<file path="config.mk">
export PLATFORM = sky130hd
export DESIGN_NAME = mult_arbiter
export DESIGN_NICKNAME = d
export VERILOG_FILES = /design/src/rtl/mult_arb_pkg.sv /design/src/rtl/rr_arbiter.sv /design/src/rtl/mult_arbiter.sv
export SDC_FILE = /design/constraint.sdc
export NUM_CORES = 1
export LEC_CHECK = 0
export BUFFER_PORTS_ARGS = -buffer_cell sky130_fd_sc_hd__buf_2
export CORE_AREA = 2 2 360 362
export CTS_CLUSTER_SIZE = 8
export DETAILED_ROUTE_END_ITERATION = 16
export DIE_AREA = 0 0 362 364
export PLACE_DENSITY = 0.32
export SKIP_CTS_REPAIR_TIMING = 1
export SLEW_MARGIN = 15
export SYNTH_ARGS = -nofsm -noshare
export SYNTH_HDL_FRONTEND = slang
export SYNTH_SLANG_ARGS = --single-unit
</file>
<file path="constraint.sdc">
create_clock -name clk_i -period 11.9 [get_ports clk_i]
set_clock_uncertainty 0.15 [all_clocks]
set_input_delay 1.19 -clock clk_i [delete_from_list [all_inputs] [get_ports clk_i]]
set_output_delay 1.19 -clock clk_i [all_outputs]
set_load 0.02 [all_outputs]
</file>
<file path="src/rtl/mult_arb_pkg.sv">
// rtl/mult_arb_pkg.sv - shared types and defaults for the multiplier arbiter
package mult_arb_pkg;

    typedef enum logic [2:0] {
        ST_IDLE,
        ST_LAUNCH,
        ST_WAIT,
        ST_RESP,
        ST_DRAIN
    } state_t;

    localparam int DEF_NUM_REQ        = 4;
    localparam int DEF_OP_WIDTH       = 64;
    localparam int DEF_TIMEOUT_CYCLES = 1024;

    function automatic int cnt_width(input int cycles);
        return (cycles > 1) ? $clog2(cycles) : 1;
    endfunction

    localparam int CNT_W = cnt_width(DEF_TIMEOUT_CYCLES);

endpackage

</file>
<file path="src/rtl/rr_arbiter.sv">
// rtl/rr_arbiter.sv - combinational round-robin pick starting at ptr
module rr_arbiter #(
    parameter int NumReq = 4,
    parameter int PtrW   = (NumReq > 1) ? $clog2(NumReq) : 1
) (
    input  logic [NumReq-1:0] req,
    input  logic [PtrW-1:0]   ptr,
    output logic [NumReq-1:0] grant,
    output logic              valid
);

    always_comb begin
        grant = '0;
        valid = 1'b0;
        for (int i = 0; i < NumReq; i++) begin
            int idx;
            idx = int'(ptr) + i;
            if (idx >= NumReq) idx = idx - NumReq;
            if (!valid && req[idx]) begin
                grant[idx] = 1'b1;
                valid      = 1'b1;
            end
        end
    end

endmodule

</file>
<file path="src/rtl/mult_arbiter.sv">
// rtl/mult_arbiter.sv - round-robin sharing of one multiplier accelerator
// with a WAIT timeout and a DRAIN phase for late completions.
module mult_arbiter
    import mult_arb_pkg::*;
#(
    parameter int NumReq        = DEF_NUM_REQ,
    parameter int OpWidth       = DEF_OP_WIDTH,
    parameter int TimeoutCycles = DEF_TIMEOUT_CYCLES
) (
    input  logic                      clk_i,
    input  logic                      rst_i,
    input  logic [NumReq-1:0]         req_i,
    input  logic [NumReq*OpWidth-1:0] a_i,
    input  logic [NumReq*OpWidth-1:0] b_i,
    output logic [NumReq-1:0]         gnt_o,
    output logic [NumReq-1:0]         rsp_valid_o,
    output logic [2*OpWidth-1:0]      rsp_data_o,
    output logic                      rsp_err_o,
    output logic                      busy_o,
    output logic                      acc_start_o,
    output logic [OpWidth-1:0]        acc_a_o,
    output logic [OpWidth-1:0]        acc_b_o,
    input  logic                      acc_done_i,
    input  logic [2*OpWidth-1:0]      acc_result_i
);

    localparam int PtrW = (NumReq > 1) ? $clog2(NumReq) : 1;
    localparam int CntW = cnt_width(TimeoutCycles);

    state_t              r_state;
    logic [PtrW-1:0]     r_ptr;
    logic [CntW-1:0]     r_cnt;
    logic [NumReq-1:0]   r_winner;
    logic [NumReq-1:0]   r_gnt;
    logic [NumReq-1:0]   r_rsp_valid;
    logic [2*OpWidth-1:0] r_rsp_data;
    logic                r_rsp_err;
    logic                r_acc_start;
    logic [OpWidth-1:0]  r_acc_a;
    logic [OpWidth-1:0]  r_acc_b;

    logic [NumReq-1:0]   w_grant;
    logic                w_grant_valid;
    logic [OpWidth-1:0]  w_sel_a;
    logic [OpWidth-1:0]  w_sel_b;
    logic [PtrW-1:0]     w_ptr_next;

    rr_arbiter #(
        .NumReq (NumReq),
        .PtrW   (PtrW)
    ) u_rr_arbiter (
        .req   (req_i),
        .ptr   (r_ptr),
        .grant (w_grant),
        .valid (w_grant_valid)
    );

    // One-hot grant selects the winner's operand slices and the next search start.
    always_comb begin
        w_sel_a    = '0;
        w_sel_b    = '0;
        w_ptr_next = '0;
        for (int k = 0; k < NumReq; k++) begin
            if (w_grant[k]) begin
                w_sel_a    = w_sel_a | a_i[k*OpWidth +: OpWidth];
                w_sel_b    = w_sel_b | b_i[k*OpWidth +: OpWidth];
                w_ptr_next = (k == NumReq - 1) ? '0 : PtrW'(k + 1);
            end
        end
    end

    always_ff @(posedge clk_i or posedge rst_i) begin
        if (rst_i) begin
            r_state     <= ST_IDLE;
            r_ptr       <= '0;
            r_cnt       <= '0;
            r_winner    <= '0;
            r_gnt       <= '0;
            r_rsp_valid <= '0;
            r_rsp_data  <= '0;
            r_rsp_err   <= 1'b0;
            r_acc_start <= 1'b0;
            r_acc_a     <= '0;
            r_acc_b     <= '0;
        end else begin
            r_gnt       <= '0;
            r_acc_start <= 1'b0;
            r_rsp_valid <= '0;
            case (r_state)
                ST_IDLE: begin
                    if (w_grant_valid) begin
                        r_winner    <= w_grant;
                        r_gnt       <= w_grant;
                        r_acc_start <= 1'b1;
                        r_acc_a     <= w_sel_a;
                        r_acc_b     <= w_sel_b;
                        r_ptr       <= w_ptr_next;
                        r_state     <= ST_LAUNCH;
                    end
                end
                ST_LAUNCH: begin
                    r_cnt   <= '0;
                    r_state <= ST_WAIT;
                end
                ST_WAIT: begin
                    // Completion wins over a timeout landing in the same cycle.
                    if (acc_done_i) begin
                        r_rsp_data  <= acc_result_i;
                        r_rsp_err   <= 1'b0;
                        r_rsp_valid <= r_winner;
                        r_state     <= ST_RESP;
                    end else if (r_cnt == CntW'(TimeoutCycles - 1)) begin
                        r_rsp_data  <= '0;
                        r_rsp_err   <= 1'b1;
                        r_rsp_valid <= r_winner;
                        r_state     <= ST_RESP;
                    end else begin
                        r_cnt <= r_cnt + CntW'(1);
                    end
                end
                ST_RESP: begin
                    r_state    <= r_rsp_err ? ST_DRAIN : ST_IDLE;
                    r_rsp_data <= '0;
                    r_rsp_err  <= 1'b0;
                end
                ST_DRAIN: begin
                    if (acc_done_i) r_state <= ST_IDLE;
                end
                default: r_state <= ST_IDLE;
            endcase
        end
    end

    assign gnt_o       = r_gnt;
    assign rsp_valid_o = r_rsp_valid;
    assign rsp_data_o  = r_rsp_data;
    assign rsp_err_o   = r_rsp_err;
    assign busy_o      = (r_state != ST_IDLE);
    assign acc_start_o = r_acc_start;
    assign acc_a_o     = r_acc_a;
    assign acc_b_o     = r_acc_b;

endmodule

</file>
Word level (Yosys, flattened, before mapping)
Cells that the tools add are included.

word-level totals
  bits of input ports = 647
  bits in registers = 285

cells by class
  mux-type cells = 66
  eq/ne operators = 10
  bitwise logic cells = 9
  $lt $le $gt $ge = 12
  reduce and logical (&&, ||, !) cells = 18
  add/sub/neg operators = 8

operator list
  operator                                                                               count
  64-bit 2-to-1 mux                                                                      8
  64-bit OR                                                                              6
  128-bit 2-to-1 mux                                                                     2
  128-bit case mux with 2 select lines                                                   1
  32-bit by 1-bit greater-or-equal comparator with 1-bit output (second input constant)  4
  32-bit by 4-bit < comparator with 1-bit output (second input constant)                 4
  32-bit 2-to-1 mux                                                                      4
  32-bit by 4-bit greater-or-equal comparator with 1-bit output (second input constant)  3
  32-bit by 4-bit subtractor with 32-bit output (second input constant)                  3
  4-bit 2-to-1 mux                                                                       9
  1-bit 2-to-1 mux                                                                       21
  10-bit 2-to-1 mux                                                                      2
  10-bit case mux with 2 select lines                                                    1
  3-bit 2-to-1 mux                                                                       5
  3-bit case mux with 5 select lines                                                     1
  4-bit OR                                                                               3
  10-bit by 1-bit adder with 10-bit output (second input constant)                       1
  10-bit == test (second input constant)                                                 1
  1-bit binary-select mux with 2-bit select                                              4
  1-bit demux with 2-bit select                                                          4
  1-bit logical AND                                                                      7
  2-bit by 2-bit adder with 3-bit output (second input constant)                         2
  3-bit by 2-bit == test with 1-bit output (second input constant)                       2
  2-bit 2-to-1 mux                                                                       3
  15 further kinds                                                                       22

Depth between registers and ports, before layout
  word-level depth = 22
  gate-level depth with buffers = 11

Cells and area by module
Synthesis repeated with hierarchy kept, for this count alone.

unflattened totals
  cell total of the unflattened synthesis = 1197
  area total of the unflattened synthesis = 13406.6 um^2

by module, submodules not included
  module        cells an instance  times used  area an instance (um^2)
  mult_arbiter  1138               1           12948.7
  rr_arbiter    59                 1           457.9

Worst setup path after synthesis
Ideal clock, no wire load.

  path kind = input to register
  start = input req_i[0]
  end = register r_ptr[0]
  buffers on the path = 0
  stages = 6
  arrival = 2.675 ns
  slack = 8.993 ns
  library setup time = 0.082 ns
  cells stage by stage = or3b_1 a211o_1 o21a_1 o221a_2 o31a_1 o22ai_1

on the way
  word-level cells in the longest chain between the ends = 17
  elaborated cells between the ends (all ways) = 34

ends and longest elaborated chain
  what                                                  line                text
  from (decl)                                           mult_arbiter.sv:12  input logic [NumReq-1:0] req_i,
  1-bit binary-select mux with 2-bit select             rr_arbiter.sv:19    if (!valid && req[idx]) begin
  1-bit 2-to-1 mux (implied by the code) (2 in series)  rr_arbiter.sv:19
  1-bit 2-to-1 mux                                      rr_arbiter.sv:19
  1-bit zero test                                       rr_arbiter.sv:19
  1-bit logical AND                                     rr_arbiter.sv:19
  1-bit 2-to-1 mux                                      rr_arbiter.sv:19
  1-bit zero test                                       rr_arbiter.sv:19
  1-bit logical AND                                     rr_arbiter.sv:19
  1-bit 2-to-1 mux                                      rr_arbiter.sv:19
  1-bit zero test                                       rr_arbiter.sv:19
  1-bit logical AND                                     rr_arbiter.sv:19
  4-bit 2-to-1 mux                                      rr_arbiter.sv:19
  1-bit 2-to-1 mux                                      mult_arbiter.sv:64  if (w_grant[k]) begin
  2-bit 2-to-1 mux (3 in series)                        mult_arbiter.sv:64
  to (signal assigned)                                  mult_arbiter.sv:97  r_ptr <= w_ptr_next;
  to (decl)                                             mult_arbiter.sv:31  logic [PtrW-1:0] r_ptr;

Parallel ways exist; a longest one is shown, timed or not. The select of a mux whose other input is x is not followed.
A chain may end at the register's enable or synchronous reset.

Final worst setup path
  start = register r_ptr[0]
  end = register r_acc_a[31] (netlist: acc_a_o[31])

on the way
  word-level cells in the longest chain between the ends = 22
  elaborated cells between the ends (all ways) = 72

ends and longest elaborated chain
  what                                                                                                    line                text
  parallel branches: the longest is 22 deep, another holds 32-bit by 4-bit subtractor with 32-bit output  n/a
  to (signal assigned)                                                                                    mult_arbiter.sv:95  r_acc_a <= w_sel_a;
  to (decl)                                                                                               mult_arbiter.sv:39  logic [OpWidth-1:0] r_acc_a;

Several ways; the timed one is not identified. The select of a mux whose other input is x is not followed.

==> metrics.cfg <==
[status]
outcome=finished, final reports clean

[logic_synthesis]
synth_area_sq_um=18400
synthTopCellsByArea=dfrtp_1, a22o_1, a222oi_1, a221oi_1, o221ai_1
synth_edf_count=0
synthArstFlopShare=1.00
yosysSeqAreaShare=0.389
synthDistinctLibCells=54
ys_ff_latch=285
ys_warn_count=0
synth_top_cell_area_share=0.389
avgSynthCellArea_sq_um=9.49
synth_ff_type=dfrtp_1
yosys.area.top_type=dfrtp_1
syn-instance-count=1933
synth_nets=2585

[global_routing]
grt_first_pass_wirelength_mm=161
grt_pass1_vias=21700
overflow=0
grt_max_degree=109
antenna_found_initial=65
gr-usage-all-layers=0.163

[placement]
placed_area_sq_um=24200
gp_congestion=0.814
port_buffers=913
pre_cts_ws_ns=6.94
hpwlAfterDp_mm=79.2
place_inst=4315

[cts]
cts.sinks=285
cts_buffers=46
clock-root-buffer=clkbuf_16
cts_htree_levels=2
clock_latency_ns=0.61
cts_buffer_depth=3
cts_tree=done
path_clk_slew_ns=0.06

[worst_setup_path]
cpMostUsedCell=buf_4
reg2reg_to=acc_a_o[31]
r2r_slack_ns=7.01
crit_chain=inv_1 > ha_4 > mux4_2 > nand3b_1 > a21oi_4 > buf_4 > buf_4 > buf_4 > nand2_1 > a31oi_1
critPathArrivalTime_ns=5.25
worstSetupPathType=flip-flop to flip-flop
startpoint_type=flip-flop
crit_start=r_ptr[0]
worstPathRequired_ns=12.26
cp_max_fo=54
worstReg2RegStart=r_ptr[0]
end_kind=flip-flop
cpMaxStageDelayCell=buf_4
critPathMaxStageDelay_ns=0.77
reg2reg_depth=10
crit_end=acc_a_o[31]

[flow_run]
maxCapViolCount=0

[power_and_ir_drop]
p_total_mw=7.43
cellPowerDensity_nw_per_um2=290
leakage_nw=10.6
ir_drop_mv=0.139

[route]
vias=22500
firstDrtPassIters=11
first_iter_violations=2571
drc=0
wl_mm=116
viasPerCell=5.08
ant_nets=0
wl_per_cell_um=26.1

[final_layout]
stdcell_count=4419
area_delta_synth_final_pct=39.8
most-common-layout-cells=buf_2, dfrtp_1, a22o_1, nand2_1, nor2_1
final_area_sq_um=25700
final_common_cell=buf_2
layout-drive-gt1-share=0.384
fin_util=0.200
nets=3340

[sta]
rsz0062_at_grt=false
hold_ws_ns=0.323
maxSlewHeadroom=0.288
setup_tns_ns=0
setup_viol=0
post-route-period-util=0.411
fmax_mhz=205
report.final.slew_viol_count=0
hold_viol=0
worst_slack_ns=7.01
period_needed_ns=4.89
worst_slew_pin_slew_ns=1.07

[floorplanning]
fp.coreArea_sq_um=128000
io_pins=914
die-area_sq_um=132000
die_w_um=362
rows=132
start_util=0.143
die_h_um=364

[hold_path]
hp-class=flip-flop to flip-flop

## sequential cells by signal, summed over array words and instances (netlist names)
signal       cells
rsp_data_o     128
acc_a_o         64
acc_b_o         64
r_cnt           10
gnt_o            4
r_winner         4
rsp_valid_o      4
r_state          3
r_ptr            2
acc_start_o      1
rsp_err_o        1
## routing by layer
layer	vias up	track usage	part of all wire
met5	-	0	0.0031
met4	58	0.0706	0.038
met3	228	0.0498	0.092
met2	1316	0.284	0.50
met1	11200	0.184	0.37
li1	9696	-	-
## kinds of logic after synthesis
group	count (synthesis)	share of synthesized area
mux	5	0.00477
xor+xnor	8	0.00382
buf+inv	252	0.0665
fa+ha+maj	5	0.00341
compound gates	1051	0.461
simple gates	327	0.0721
flops	285	0.389
## cell type report
type,count,area [sq um]
tap,1675,2100
fill,14400,103000
inverter,8,45.0
antenna,38,95.1
clock inverter,7,88.8
timing repair buffer,951,4850
multi-input combinational,1396,10100
sequential,285,7130
clock buffer,59,1240
## worst min path at each step
stage / start / slack (ns) / cells past startpoint / end
final: r_winner[2] / 0.32 / 1 / r_winner[2]
after global routing: r_winner[2] / 0.35 / 1 / r_winner[2]
after CTS: r_winner[2] / 0.33 / 1 / r_winner[2]
after detailed placement: r_winner[2] / 0.32 / 1 / r_winner[2]
after global placement: r_winner[0] / 0.32 / 1 / r_winner[0]
after floorplan: r_winner[0] / 0.29 / 1 / r_winner[0]
## Yosys cell counts (13+ instances only)
| cell | count |
|---|---|
| a22oi_1 | 128 |
| a22o_1 | 256 |
| o221ai_2 | 13 |
| a222oi_1 | 128 |
| o221ai_1 | 115 |
| nor2_1 | 144 |
| nand2_1 | 145 |
| dfrtp_1 | 285 |
| buf_2 | 88 |
| buf_6 | 21 |
| a221oi_1 | 129 |
| a31oi_1 | 128 |
| a21oi_1 | 131 |
| clkbuf_1 | 131 |
## worst max-delay path, delay by kind of cell (launching register included)
family	cells	cell delay, ns
flops	1	0.65
buf+inv	4	2.19
mux	1	0.60
compound gates	2	0.36
fa+ha+maj	1	0.37
simple gates	2	0.36
## report_power, final
group / switching (mW) / internal [mW]
clock network: 0.532 / 0.743
logic: 2.97 / 1.51
registers: 0.280 / 1.39
total: 3.79 / 3.64
Note: power is estimated with default switching activity, not from simulation.
